===== src/rtl/wb_scoreboard_if.sv =====
// Decode, memory-stage and register-file write signals
// shared between wb_scoreboard and its neighbours.
interface wb_scoreboard_if #(
  parameter int DW = 64,
  parameter int AW = 5
);
  logic          id_valid;
  logic          id_use1;
  logic          id_use2;
  logic [AW-1:0] id_ra1;
  logic [AW-1:0] id_ra2;
  logic          id_we;
  logic [AW-1:0] id_wa;
  logic          stall;

  logic          mem_valid;
  logic          mem_we;
  logic [AW-1:0] mem_wa;
  logic          mem_memtoreg;
  logic [DW-1:0] mem_alu;
  logic [DW-1:0] mem_rdata;

  logic          we3;
  logic [AW-1:0] wa3;
  logic [DW-1:0] wd3;
  logic          busy;
  logic          sb_err;

  modport master (
    output id_valid, id_use1, id_use2,
    output id_ra1, id_ra2, id_we, id_wa,
    output mem_valid, mem_we, mem_wa,
    output mem_memtoreg, mem_alu, mem_rdata,
    input  stall, we3, wa3, wd3, busy, sb_err
  );

  modport slave (
    input  id_valid, id_use1, id_use2,
    input  id_ra1, id_ra2, id_we, id_wa,
    input  mem_valid, mem_we, mem_wa,
    input  mem_memtoreg, mem_alu, mem_rdata,
    output stall, we3, wa3, wd3, busy, sb_err
  );
endinterface


===== src/rtl/wb_scoreboard.sv =====
// MEM/WB register, register-file write port and
// per-register in-flight write scoreboard for decode stalls.
module wb_scoreboard #(
  parameter int NREG = 32,
  parameter int DW   = 64,
  parameter int CW   = 2
) (
  input logic        clk,
  input logic        reset,
  wb_scoreboard_if.slave bus
);
  localparam int AW = $clog2(NREG);
  localparam logic [AW-1:0] ZR = AW'(NREG - 1);
  localparam logic [CW-1:0] CMAX = '1;

  logic [CW-1:0]   cnt [NREG];
  logic [NREG-1:0] inc;
  logic [NREG-1:0] dec;
  logic [NREG-1:0] pend;
  logic [NREG-1:0] nz;
  logic            stall;
  logic            issue;
  logic            err_now;

  // a retiring write is bypassed by the regfile, so it is not pending
  always_comb begin
    dec  = '0;
    pend = '0;
    nz   = '0;
    for (int r = 0; r < NREG - 1; r++) begin
      dec[r]  = bus.we3 && (bus.wa3 == AW'(r));
      nz[r]   = cnt[r] != '0;
      pend[r] = (cnt[r] - CW'(dec[r])) != '0;
    end
  end

  assign stall = bus.id_valid &
    ((bus.id_use1 & (bus.id_ra1 != ZR) & pend[bus.id_ra1]) |
     (bus.id_use2 & (bus.id_ra2 != ZR) & pend[bus.id_ra2]));

  assign issue = bus.id_valid & ~stall & bus.id_we &
                 (bus.id_wa != ZR);

  always_comb begin
    inc     = '0;
    err_now = 1'b0;
    for (int r = 0; r < NREG - 1; r++) begin
      inc[r] = issue && (bus.id_wa == AW'(r));
    end
    for (int r = 0; r < NREG - 1; r++) begin
      if (inc[r] && !dec[r] && cnt[r] == CMAX) err_now = 1'b1;
      if (dec[r] && !inc[r] && cnt[r] == '0)   err_now = 1'b1;
    end
  end

  assign bus.stall = stall;
  assign bus.busy  = |nz;

  always_ff @(posedge clk) begin
    if (reset) begin
      bus.we3    <= 1'b0;
      bus.wa3    <= '0;
      bus.wd3    <= '0;
      bus.sb_err <= 1'b0;
      for (int r = 0; r < NREG; r++) cnt[r] <= '0;
    end else begin
      bus.we3 <= bus.mem_valid & bus.mem_we &
                 (bus.mem_wa != ZR);
      bus.wa3 <= bus.mem_wa;
      bus.wd3 <= bus.mem_memtoreg ? bus.mem_rdata
                                  : bus.mem_alu;
      bus.sb_err <= bus.sb_err | err_now;
      // saturate instead of wrapping; err_now flags the attempt
      for (int r = 0; r < NREG - 1; r++) begin
        unique case (1'b1)
          inc[r] & ~dec[r]:
            if (cnt[r] != CMAX) cnt[r] <= cnt[r] + CW'(1);
          dec[r] & ~inc[r]:
            if (cnt[r] != '0) cnt[r] <= cnt[r] - CW'(1);
          default: ;
        endcase
      end
    end
  end
endmodule

===== src/flat_wrapper.sv =====
// flat-port wrapper written by rule: the top's interface ports become plain ports
module wb_scoreboard_flat 
#(
  parameter int NREG = 32,
  parameter int DW   = 64,
  parameter int CW   = 2
)
  (clk, reset, bus_id_valid, bus_id_use1, bus_id_use2, bus_id_ra1, bus_id_ra2, bus_id_we, bus_id_wa, bus_mem_valid, bus_mem_we, bus_mem_wa, bus_mem_memtoreg, bus_mem_alu, bus_mem_rdata, bus_stall, bus_we3, bus_wa3, bus_wd3, bus_busy, bus_sb_err);
  wb_scoreboard_if #(.DW(DW)) bus_i ();
  input logic clk;
  input logic reset;
  input wire logic [$bits(bus_i.id_valid)-1:0] bus_id_valid;
  input wire logic [$bits(bus_i.id_use1)-1:0] bus_id_use1;
  input wire logic [$bits(bus_i.id_use2)-1:0] bus_id_use2;
  input wire logic [$bits(bus_i.id_ra1)-1:0] bus_id_ra1;
  input wire logic [$bits(bus_i.id_ra2)-1:0] bus_id_ra2;
  input wire logic [$bits(bus_i.id_we)-1:0] bus_id_we;
  input wire logic [$bits(bus_i.id_wa)-1:0] bus_id_wa;
  input wire logic [$bits(bus_i.mem_valid)-1:0] bus_mem_valid;
  input wire logic [$bits(bus_i.mem_we)-1:0] bus_mem_we;
  input wire logic [$bits(bus_i.mem_wa)-1:0] bus_mem_wa;
  input wire logic [$bits(bus_i.mem_memtoreg)-1:0] bus_mem_memtoreg;
  input wire logic [$bits(bus_i.mem_alu)-1:0] bus_mem_alu;
  input wire logic [$bits(bus_i.mem_rdata)-1:0] bus_mem_rdata;
  output wire logic [$bits(bus_i.stall)-1:0] bus_stall;
  output wire logic [$bits(bus_i.we3)-1:0] bus_we3;
  output wire logic [$bits(bus_i.wa3)-1:0] bus_wa3;
  output wire logic [$bits(bus_i.wd3)-1:0] bus_wd3;
  output wire logic [$bits(bus_i.busy)-1:0] bus_busy;
  output wire logic [$bits(bus_i.sb_err)-1:0] bus_sb_err;
  assign bus_i.id_valid = bus_id_valid;
  assign bus_i.id_use1 = bus_id_use1;
  assign bus_i.id_use2 = bus_id_use2;
  assign bus_i.id_ra1 = bus_id_ra1;
  assign bus_i.id_ra2 = bus_id_ra2;
  assign bus_i.id_we = bus_id_we;
  assign bus_i.id_wa = bus_id_wa;
  assign bus_i.mem_valid = bus_mem_valid;
  assign bus_i.mem_we = bus_mem_we;
  assign bus_i.mem_wa = bus_mem_wa;
  assign bus_i.mem_memtoreg = bus_mem_memtoreg;
  assign bus_i.mem_alu = bus_mem_alu;
  assign bus_i.mem_rdata = bus_mem_rdata;
  assign bus_stall = bus_i.stall;
  assign bus_we3 = bus_i.we3;
  assign bus_wa3 = bus_i.wa3;
  assign bus_wd3 = bus_i.wd3;
  assign bus_busy = bus_i.busy;
  assign bus_sb_err = bus_i.sb_err;
  wb_scoreboard #(.NREG(NREG), .DW(DW), .CW(CW)) u_core (.clk(clk), .reset(reset), .bus(bus_i));
endmodule

===== config.mk =====
export PLATFORM = sky130hd
export DESIGN_NAME = wb_scoreboard_flat
export DESIGN_NICKNAME = d
export VERILOG_FILES = /design/src/rtl/wb_scoreboard_if.sv /design/src/rtl/wb_scoreboard.sv /design/src/flat_wrapper.sv
export SDC_FILE = /design/constraint.sdc
export NUM_CORES = 1
export LEC_CHECK = 0
export CAP_MARGIN = 20
export CORE_MARGIN = 1.5
export CORE_UTILIZATION = 45
export DETAILED_ROUTE_END_ITERATION = 6
export GPL_TIMING_DRIVEN = 0
export PLACE_DENSITY = 0.76
export SLEW_MARGIN = 20
export SYNTH_ARGS = -nofsm -noshare
export SYNTH_HDL_FRONTEND = slang
export SYNTH_SLANG_ARGS = --single-unit

===== constraint.sdc =====
create_clock -name clk -period 9 [get_ports clk]
set_input_delay 1.35 -clock clk [delete_from_list [all_inputs] [get_ports clk]]
set_output_delay 1.35 -clock clk [all_outputs]
set_load 0.005 [all_outputs]

## Word-level counts from Yosys, hierarchy flattened

Memories as Yosys holds them, arrays and structs flattened.
Index checks and enable logic that the tools add are counted.

- Bits in registers: 71
- Bits in writable memories: 64
- Bits of input ports: 157
- Output and inout port bits: 73
- Word-level logic and storage cells: 1148
- Memories: 1

Memories:

| name | depth | width | rd ports | clocked after Yosys merged registers in | wr ports | RTL line | source |
|---|---|---|---|---|---|---|---|
| u_core.cnt | 32 | 2 | 31 | 0 | 32 | wb_scoreboard.sv:16 | `logic [CW-1:0] cnt [NREG];` |

- Add/subtract/negate cells: 93
- Magnitude comparators: 2
- Equal/unequal tests: 126
- Multiplexer cells: 379
- Bitwise operators: 199
- Reduce and logical (&&, ||, !) cells: 344

Operators with widths:

| cell | count |
|---|---|
| 2-to-1 mux 1 bit | 314 |
| logical AND 1 bit | 186 |
| equality test 5 bit, second input constant | 30 |
| 2-to-1 mux 2 bit | 62 |
| nonzero test 2 bit | 62 |
| equality test 5 x 4 -> 1 bit, second input constant | 16 |
| bitwise AND 1 bit | 72 |
| 2-to-1 mux 64 bit | 1 |
| OR 1 bit | 64 |
| NOT 1 bit | 63 |
| adder 2 x 1 -> 2 bit, second input constant | 31 |
| equality test 2 bit, second input constant | 31 |
| logical NOT 1 bit | 62 |
| logical NOT 2 bit | 31 |
| != test 2 bit, second input constant | 31 |
| subtractor 2 x 1 -> 2 bit | 31 |
| subtractor 2 x 1 -> 2 bit, second input constant | 31 |
| equality test 5 x 3 -> 1 bit, second input constant | 8 |
| OR reduction 31 bit | 1 |
| equality test 5 x 2 -> 1 bit, second input constant | 4 |
| != test 5 bit, second input constant | 4 |
| < comparator 5 x 6 -> 1 bit, second input constant | 2 |
| binary-select mux 1 bit (select 5 bit) | 2 |
| equality test 5 x 1 -> 1 bit, second input constant | 2 |
| logical NOT 5 bit | 2 |

## Longest topological paths before layout

- Word-level depth: 79
- Depth in mapped cells: 15
- Mapped depth without buffers: 12

## Worst setup path after synthesis

Ideal clock, no wire load.

- Path type: input-to-output
- From: in bus_id_ra2[0]
- To: out bus_stall
- Arrival: 3.038 ns
- Data required time: 7.650 ns
- Path slack: 4.612 ns
- Stages on the path: 8
- Buffers on the path: 2
- Path through: clkbuf_2 > clkbuf_1 > a21oi_1 > a2111oi_0 > nor4_1 > nor4_2 > a21o_2 > and2_1

- Longest elaborated chain between the ends: 5
- Elaborated cells on any way between the ends: 7
- Those cells by class: eq/ne (1); mux (2); bitwise (4)

Ends and longest elaborated chain:

| element | RTL line | source |
|---|---|---|
| start, declared | flat_wrapper.sv:16 | `input wire logic [$bits(bus_i.id_ra2)-1:0] bus_id_ra2;` |
| binary-select mux 1 bit (select 5 bit) or != test 5 bit (tied branches) | wb_scoreboard.sv:39 | `(bus.id_use2 & (bus.id_ra2 != ZR) & pend[bus.id_ra2]));` |
| 2-to-1 mux 1 bit (not written as such) or bitwise AND 1 bit (tied branches) | wb_scoreboard.sv:39 |  |
| bitwise AND 1 bit * | wb_scoreboard.sv:39 |  |
| OR 1 bit * | wb_scoreboard.sv:38 | `((bus.id_use1 & (bus.id_ra1 != ZR) & pend[bus.id_ra1]) \|` |
| bitwise AND 1 bit * | wb_scoreboard.sv:37 | `assign stall = bus.id_valid &` |
| end, declared | flat_wrapper.sv:25 | `output wire logic [$bits(bus_i.stall)-1:0] bus_stall;` |

Mark *: on every way between the ends. The rest lies on a longest branch, timed or not. The select of a mux whose other input is x is not followed.

## Worst setup path in the final report

- From: reg u_core.bus.wa3[1]
- To: out bus_stall

- Longest elaborated chain between the ends: 9
- Elaborated cells on any way between the ends: 132
- Those cells by class: add/sub (31); eq/ne (30); mux (4); bitwise (4); reduce/logical (63)

Ends and longest elaborated chain:

| element | RTL line | source |
|---|---|---|
| start, declared | wb_scoreboard_if.sv:42 | `output stall, we3, wa3, wd3, busy, sb_err` |
| start signal, assigned | wb_scoreboard.sv:69 | `bus.wa3 <= bus.mem_wa;` |
| equality test 5 x 1 -> 1 bit (tied with other cells) | wb_scoreboard.sv:31 | `dec[r] = bus.we3 && (bus.wa3 == AW'(r));` |
| logical AND 1 bit | wb_scoreboard.sv:31 |  |
| subtractor 2 x 1 -> 2 bit | wb_scoreboard.sv:33 | `pend[r] = (cnt[r] - CW'(dec[r])) != '0;` |
| nonzero test 2 bit | wb_scoreboard.sv:33 |  |
| binary-select mux 1 bit (select 5 bit) (on tied branches) | wb_scoreboard.sv:38, wb_scoreboard.sv:39 |  |
| 2-to-1 mux 1 bit (on tied branches) | wb_scoreboard.sv:38, wb_scoreboard.sv:39 |  |
| bitwise AND 1 bit (on tied branches) | wb_scoreboard.sv:38, wb_scoreboard.sv:39 |  |
| OR 1 bit * | wb_scoreboard.sv:38 |  |
| bitwise AND 1 bit * | wb_scoreboard.sv:37 |  |

Marks and branches as above.

==> results <==
- Once detail routing completed, the nets flagged for antenna violations numbered 0.
- The number of global-route vias before repair was roughly 9400.
- The initialized floorplan defines 51 standard-cell rows.
- The biggest area consumer among synthesized cells is sky130_fd_sc_hd__edfxtp_1.
- Routability-driven placement finished with a final weighted congestion of roughly 1.0.
- In this run, synthesis inferred between 60 and 70 flip-flops with an integrated enable.
- The worst setup margin is between 2000 and 3000 ps.
- OpenSTA, run right after detailed placement, puts the worst setup slack at 3060 ps.
- The height of the die is between 100 and 150 um.
- For the finished layout, the period the worst path requires is between 6000 and 7000 ps.
- The analysis attributes to cell leakage a power of about 4.3 nW.
- The primary flip-flop cell chosen by synthesis mapping is sky130_fd_sc_hd__dfxtp_1.
- Summing all multi-input logic gate instances after layout gives 5350 sq um.
- The worst IR drop on VDD is between 0.1 and 0.15 mV.
- Clock skew on the completed layout was measured at 10.4 ps.
- For this configuration, the core starts out at a cell density of 46.1%.
- In the routed design, unresolved DRC markers number 3.
- TritonCTS built the clock tree.
- Across all hold checks on the routed design, the worst slack comes to between 600 and 700 ps.
- The floorplan step defined a core boundary enclosing approximately 20000 sq um.
- The wire length reported by the detailed router is 39.2 mm.
- Dividing the detail-routed wire length by the instance count gives roughly 24 um.
- The mean area per synthesized cell is around 8 sq um.
- STA puts the critical path data arrival time at 4740 ps.
- The first global-routing pass estimated 57.3 mm of wire.
- Setup repair after global routing left no endpoint under its margin.
- The number of pins with negative max-slew slack in the final report is 0.
- The buffer levels on the longest clock path is 2.
- CTS saw between 100 and 150 sinks.
- The count of buffers added by post-CTS timing repair for setup is 0.
- The count of input and output buffers is roughly 220.
- Global routing finished with a remaining overflow of 0.
- The number of warnings printed during yosys synthesis is 0.
- The finished layout holds about 1600 standard cells, fillers aside.
- The cell count after placement is about 1600.
- Buffers inserted during clock tree synthesis total 17.
- Summed over all failing endpoints, the final setup total negative slack is 0 ps.
- Sequential cells were found to cover 36.5% of the synthesized design area.
- The final-stage net count is around 1500.
- Before antenna repair, the detailed router went through 7 iterations.
- The number of hold violations in the final report was 0.
- The clock slew at the register clock pins of the worst setup and hold paths is approximately 70 ps.
- The number of antenna repair diodes is 0.
- For this block, the via count after detailed routing is between 10000 and 15000.
- The distinct cell type count of the synthesized netlist is 81.
- The cell area that synthesis handed to floorplanning was about 9000 sq um.
- The root buffer cell is sky130_fd_sc_hd__clkbuf_16.
- The most common cell in the synthesized netlist is sky130_fd_sc_hd__nor2_1.
- The H-tree was split into 4 levels.
- Headroom to the max-slew limit came out at about 28%.
- Global routing used between 30% and 40% of the available tracks across all layers.
- The floorplan step defined a die boundary enclosing ~21000 sq um.
- The gate count of the mapped netlist is 1098.
- The final reports fail on DRC.
- The fraction of post-synthesis cell area in the top cell type by area is 20.7%.
- Derived from the worst setup path, the maximum achievable clock frequency is 0.164 GHz.
- The layout has approximately 1800 filler cells.
- The class of the tightest hold or removal check is reg -> reg.
- Entering global routing, the biggest net connects 18 pins.
- The fraction of layout cells with a size suffix above 1 is under 10%.
- The post-cts hold buffer count is 0.
- The number of storage elements in the synthesis netlist is about 130.
- The critical path is of the reg -> out type.
- Registers take 3280 sq um.
- The launching element type of the critical path is a flop.
- Data on the critical path is required at its endpoint by ~7700 ps.
- The latest clock arrival within the worst-skew pair is 440 ps.
- Setup violations remaining at the end of the flow were counted as 0.
- Sorting the synthesized cells by area gives the leading types as sky130_fd_sc_hd__edfxtp_1 21%, sky130_fd_sc_hd__dfxtp_1 16%, sky130_fd_sc_hd__nor2_1 8.5%.
- The power density over the cells is approximately 140 nW/um^2.
- The share of synthesized flip-flops with an asynchronous set or reset is 0%.
- The initial DRC count is around 1200.
- The detailed placement HPWL is about 30 mm.
- The share of the core filled with cells in the final layout is just over 60%.
- The overall die width is approximately 140 um.
- The initial antenna violation count is 0.
- In the synthesized netlist, the cells that appear most often are 204 x sky130_fd_sc_hd__nor2_1, 91 x sky130_fd_sc_hd__nand2_1, 83 x sky130_fd_sc_hd__nor3_1, 71 x sky130_fd_sc_hd__dfxtp_1, 66 x sky130_fd_sc_hd__mux2i_1.
- The post-cts gate resize count is 0.
- The total nets after synthesis is 1257.
- The largest fanout of any net on the critical path is 10.
- Using the TritonRoute via totals, the vias-per-cell ratio works out to 6.27.
- At the pin with the least slew margin, the transition time is roughly 1100 ps.
- The tool flagged a number of max-cap violations equal to 0.
- In this run the count of I/O pins placed on the die edge is 230.
- The flow ran to the end, but the final reports show violations.
- The endpoint type of the worst setup path is an output port.
- The period utilization is roughly two thirds.
- From synthesis to final layout, the design area changed by 35.3%.
layout by cell type (no fill, tap or decap), types with 7 or more instances in the layout:
cell type / netlist / routed
sky130_fd_sc_hd__a311o_1: 27 / 27
sky130_fd_sc_hd__mux2i_1: 66 / 66
sky130_fd_sc_hd__o41ai_1: 7 / 7
sky130_fd_sc_hd__clkbuf_16: 0 / 17
sky130_fd_sc_hd__edfxtp_1: 62 / 62
sky130_fd_sc_hd__a21boi_0: 8 / 8
sky130_fd_sc_hd__a21oi_1: 51 / 51
sky130_fd_sc_hd__dfxtp_1: 71 / 71
sky130_fd_sc_hd__nor4_1: 23 / 22
sky130_fd_sc_hd__nand4_1: 23 / 23
sky130_fd_sc_hd__nand2b_1: 13 / 13
sky130_fd_sc_hd__o21ai_0: 30 / 30
sky130_fd_sc_hd__inv_1: 15 / 15
sky130_fd_sc_hd__buf_2: 9 / 9
sky130_fd_sc_hd__nor2_1: 204 / 204
sky130_fd_sc_hd__a31oi_1: 18 / 18
sky130_fd_sc_hd__nand2_1: 91 / 91
sky130_fd_sc_hd__nand3_1: 24 / 24
sky130_fd_sc_hd__clkbuf_1: 53 / 53
sky130_fd_sc_hd__nand4b_1: 12 / 12
sky130_fd_sc_hd__nor3_1: 83 / 83
sky130_fd_sc_hd__xor2_1: 23 / 23
sky130_fd_sc_hd__or3_1: 18 / 18
sky130_fd_sc_hd__and3_1: 7 / 7
sky130_fd_sc_hd__clkdlybuf4s50_1: 0 / 223
sky130_fd_sc_hd__o211ai_1: 8 / 8
sky130_fd_sc_hd__a211oi_1: 24 / 24
sky130_fd_sc_hd__nor2b_1: 13 / 13
final timing paths:
check	endpoint	cells after the start	start	slack, ps
max	bus_stall	10	u_core.bus.wa3[1]	2910
min	u_core.cnt[0][34]	1	u_core.cnt[0][34]	630
max reg2reg	u_core.bus.sb_err	13	u_core.bus.wa3[1]	3660
min reg2reg	u_core.cnt[0][34]	1	u_core.cnt[0][34]	630
flip-flops by register name, indices dropped and copies added, names as in the netlist:
| signal | cells |
|---|---|
| u_core.bus.wa3 | 5 |
| u_core.bus.wd3 | 64 |
| u_core.bus.we3 | 1 |
| u_core.bus.sb_err | 1 |
| u_core.cnt | 62 |
stage by stage:
step | instance area (sq um) | total power (W)
6_report | 12200 | 0.00175
5_1_grt | 12200 | 0.00180
4_1_cts | 12200 | 0.00174
3_5_place_dp | 11600 | 0.00104
3_3_place_gp | 11600 | 0.00104
2_1_floorplan | 8990 | 0.000854
cell type report:
| cell class | count | share of cell area [%] |
|---|---|---|
| Inverter | 15 | 0.463 |
| Timing Repair Buffer | 223 | 18.4 |
| Clock inverter | 15 | 1.44 |
| Clock buffer | 17 | 3.50 |
| Buffer | 73 | 2.55 |
| Multi-Input combinational cell | 877 | 44.0 |
| Sequential cell | 133 | 27.0 |
| Tap cell | 265 | 2.73 |
power by group:
part	leakage [nW]	internal (W)	total, W	switching [W]
Sequential	1.23	0.000670	0.000701	0.0000307
Clock	0.291	0.000376	0.000712	0.000337
Combinational	2.81	0.000161	0.000338	0.000177
metal layers:
layer  wire [um]  part of all wire (%)  GRT usage [%]
met1       14800                    38           46.3
met2       18000                    46           60.9
met3        3590                   9.2           6.99
met4        2820                   7.2           25.1
met5           0                     0              0
cells by family after synthesis:
kind of cell	share of synthesized area [%]
mux	7.89
fa+ha+maj	0.278
simple gates	30.6
xor+xnor	2.82
buf+inv	4.08
compound gates	17.9
flops	36.5
worst max-delay path, stage by stage, from the launching register on:
cell and delay [ps]:
sky130_fd_sc_hd__dfxtp_1 440, sky130_fd_sc_hd__nor2_1 570, sky130_fd_sc_hd__clkbuf_1 670, sky130_fd_sc_hd__nand2_1 260, sky130_fd_sc_hd__a21oi_1 350, sky130_fd_sc_hd__o32a_1 250, sky130_fd_sc_hd__o2111ai_1 110, sky130_fd_sc_hd__a221oi_1 750
sky130_fd_sc_hd__a21o_2 290, sky130_fd_sc_hd__and2_1 130, sky130_fd_sc_hd__clkdlybuf4s50_1 490
No activity file was read; power rests on OpenSTA's default activity.
==> RTL change: new RTL, same flow settings <==
`NREG` is set to 32 in 2 places; all go to 64.
--- a/src/rtl/wb_scoreboard.sv
+++ b/src/rtl/wb_scoreboard.sv
@@ -2,5 +2,5 @@
 // per-register in-flight write scoreboard for decode stalls.
 module wb_scoreboard #(
-  parameter int NREG = 32,
+  parameter int NREG = 64,
   parameter int DW   = 64,
   parameter int CW   = 2
--- a/src/flat_wrapper.sv
+++ b/src/flat_wrapper.sv
@@ -2,5 +2,5 @@
 module wb_scoreboard_flat 
 #(
-  parameter int NREG = 32,
+  parameter int NREG = 64,
   parameter int DW   = 64,
   parameter int CW   = 2
Behaviour: not the same (Yosys sat finds a counterexample within 4 cycles, from zero or initial values and one cycle with reset high).
==> RTL change against the original RTL <==
Synthesized cell count is 8.5% higher; design area is 6.6% higher; via count is 6.8% higher; first-iteration DRC count is 15% higher; sequential cell count is 2 higher; die area is 8.9% higher; wire length is 9.5% higher; setup slack worse by 0.11 ns; non-clock buffer count is 23 higher; global-route usage is 0.21 points higher; total power is 0.69% lower; clock skew is 0.0031 ns higher; synthesized area is 9.1% higher; critical endpoint unchanged.
==> RTL change: results (changes against the original RTL) <==
The via density per instance came out at 6.284 (+0.26%). Number of enable flip-flop cells after synthesis: 64 (+3.2%). In the final layout, the registers with the most flip-flops are u_core.bus.wd3 (64), u_core.cnt (64), u_core.bus.wa3 (5). The tools report the number of global-route vias before repair as 10,226 (+8.6%).

In the post-synthesis netlist, the biggest area contributors are edfxtp_1 (20%), dfxtp_1 (14%), mux2i_1 (6.8%). The global routing usage summed across all routing layers came out at 0.3808 (+0.002076). The routed wire length is 42.88 mm (+9.5%), and the largest stage delay on the critical path is 0.54 ns (-0.21 ns).

The tools report the total setup buffers inserted after CTS as 0 (unchanged). In this run the clock root is driven by a clkbuf_16. The initial antenna violation count was 1 (+1). The clock-pin slew on the worst setup and hold paths came out at 0.06 ns.

After synthesis, the most frequently instantiated cells are nor2_1 (152), nand2_1 (116), dfxtp_1 (71). Number of port buffers: 225 (+0.90%). The synthesized netlist net count was 1,348 (+7.2%); the final net count was 1,592 (+6.2%). The worst min-delay path category is reg2reg. The worst setup skew after layout is 0.01351 ns (+0.003127 ns), and the number of DRC markers in iteration 0 is 1,390 (+15%). The run gives 17 (-1) as the pin count of the biggest net entering global routing. The logs give 62.68 mm (+9.4%) for the wire length of the first global-routing pass and 1.202 mW (-0.35%) for the internal power consumption. The area of placed instances came out at 0.01241 mm^2 (+7.4%). Count of unique library cells instantiated by Yosys: 91 (+12%).

The fraction of the yosys area taken by sequential cells is 0.3406 (-0.02441). The tools report the level count of the clock H-tree as 4 (unchanged). The tools report the number of iterations in the first detailed-routing pass as 5 (-2). For the worst voltage drop across the vdd grid, the log shows 109.3 uV (-16%). The most used flip-flop cell after synthesis was dfxtp_1. The largest driver fanout on the critical path works out to 10 (unchanged). On the critical path, the stage with the largest delay is an instance of or4b_4.

The signal arrival time at the worst endpoint came out at 4.85 ns (+0.11 ns). The run gives 17 (unchanged) as the number of buffers created by CTS. The tools report the number of warnings issued by yosys as 0 (unchanged).

The leakage dissipation is 4.472 nW (+3.2%), and the global placer's final weighted congestion is 1.049 (+2.7%). The power density over the cells came out at 134.1 mW/mm^2 (-6.8%). The number of gates resized after cts was 0 (unchanged).

The fraction of final layout cells with drive strength greater than 1 came out at 0.06975 (+0.01210). The estimated wirelength of the detail-placed design was 33.25 mm (+7.7%); the worst-case clock buffer depth was 2 (unchanged). The max-slew headroom at the worst pin is 0.2521 (-0.02371).

The flow ran to the end, and the final reports show no timing, DRC or antenna violations. For the later-pin clock latency in the skew report, the log shows 0.44 ns (about the same). The share of flip-flops with an asynchronous set or reset works out to 0 (unchanged).
-- RTL change: changes by cell type after synthesis, sizes merged, moves of 13 or more --
cell | unedited run | this run
nand4 | 23 | 36
nor3b | 2 | 15
nand2 | 94 | 116
or3 | 18 | 35
nand3 | 24 | 63
nor2 | 205 | 156
-- RTL change: power by group through the flow --
stage	logic, mW	clock network [mW]	registers (mW)
after floorplan	0.153	0	0.705
after global placement	0.342	0	0.705
after detailed placement	0.344	0	0.706
after CTS	0.345	0.693	0.693
after global routing	0.369	0.718	0.696
final	0.352	0.694	0.693
-- RTL change: critical path: cells and delay by family --
kind	cells	cell delay [ns]
and+or+nand+nor	5	1.29
buffers and inverters	5	1.69
AOI/OAI and AO/OA	3	0.52
-- RTL change: layout make-up --
type	instances	area, um^2
tap	275	344.1
buffer	94	404.1
inverter	15	56.30
multi-input combinational	947	6011
clock buffer	18	429.2
clock inverter	14	123.9
timing repair buffer	225	2252
fill	1906	8254
sequential	135	3343
antenna	1	2.502
-- RTL change: path summary, 6_finish.rpt --
check                    from           endpoint  slack [ns]  cells past startpoint
max             bus_id_ra2[0]          bus_stall        2.80                     13
min          u_core.cnt[4][0]   u_core.cnt[4][0]        0.67                      1
max reg2reg    u_core.bus.we3  u_core.bus.sb_err        4.10                     14
min reg2reg  u_core.cnt[4][0]   u_core.cnt[4][0]        0.67                      1
-- RTL change: cell families after synthesis --
kind of cell | count (synthesis) | synth area share
AO/OA/AOI/OAI | 210 | 0.1544
buffers and inverters | 109 | 0.04691
AND/OR/NAND/NOR | 622 | 0.3431
XOR/XNOR | 33 | 0.02945
flip-flops | 135 | 0.3406
multiplexers | 82 | 0.08554
-- RTL change: through the flow --
step           setup WS, ns    util  hold WS [ns]  std cells
5_1_grt               2.653  0.6110        0.6942       1724
3_3_place_gp          2.884  0.5848        0.6444       1691
4_1_cts               2.894  0.6109        0.6683       1723
6_report              2.799  0.6110        0.6677       1724
2_1_floorplan         4.300       -        0.6146       1191
3_5_place_dp          2.900  0.5848        0.6580       1691
-- RTL change: per-layer routing --
layer  GRT usage  wire, um
met1      0.4566     15820
met2      0.6211     19980
met3     0.07727      4170
met4      0.2447      2913
met5           0         0
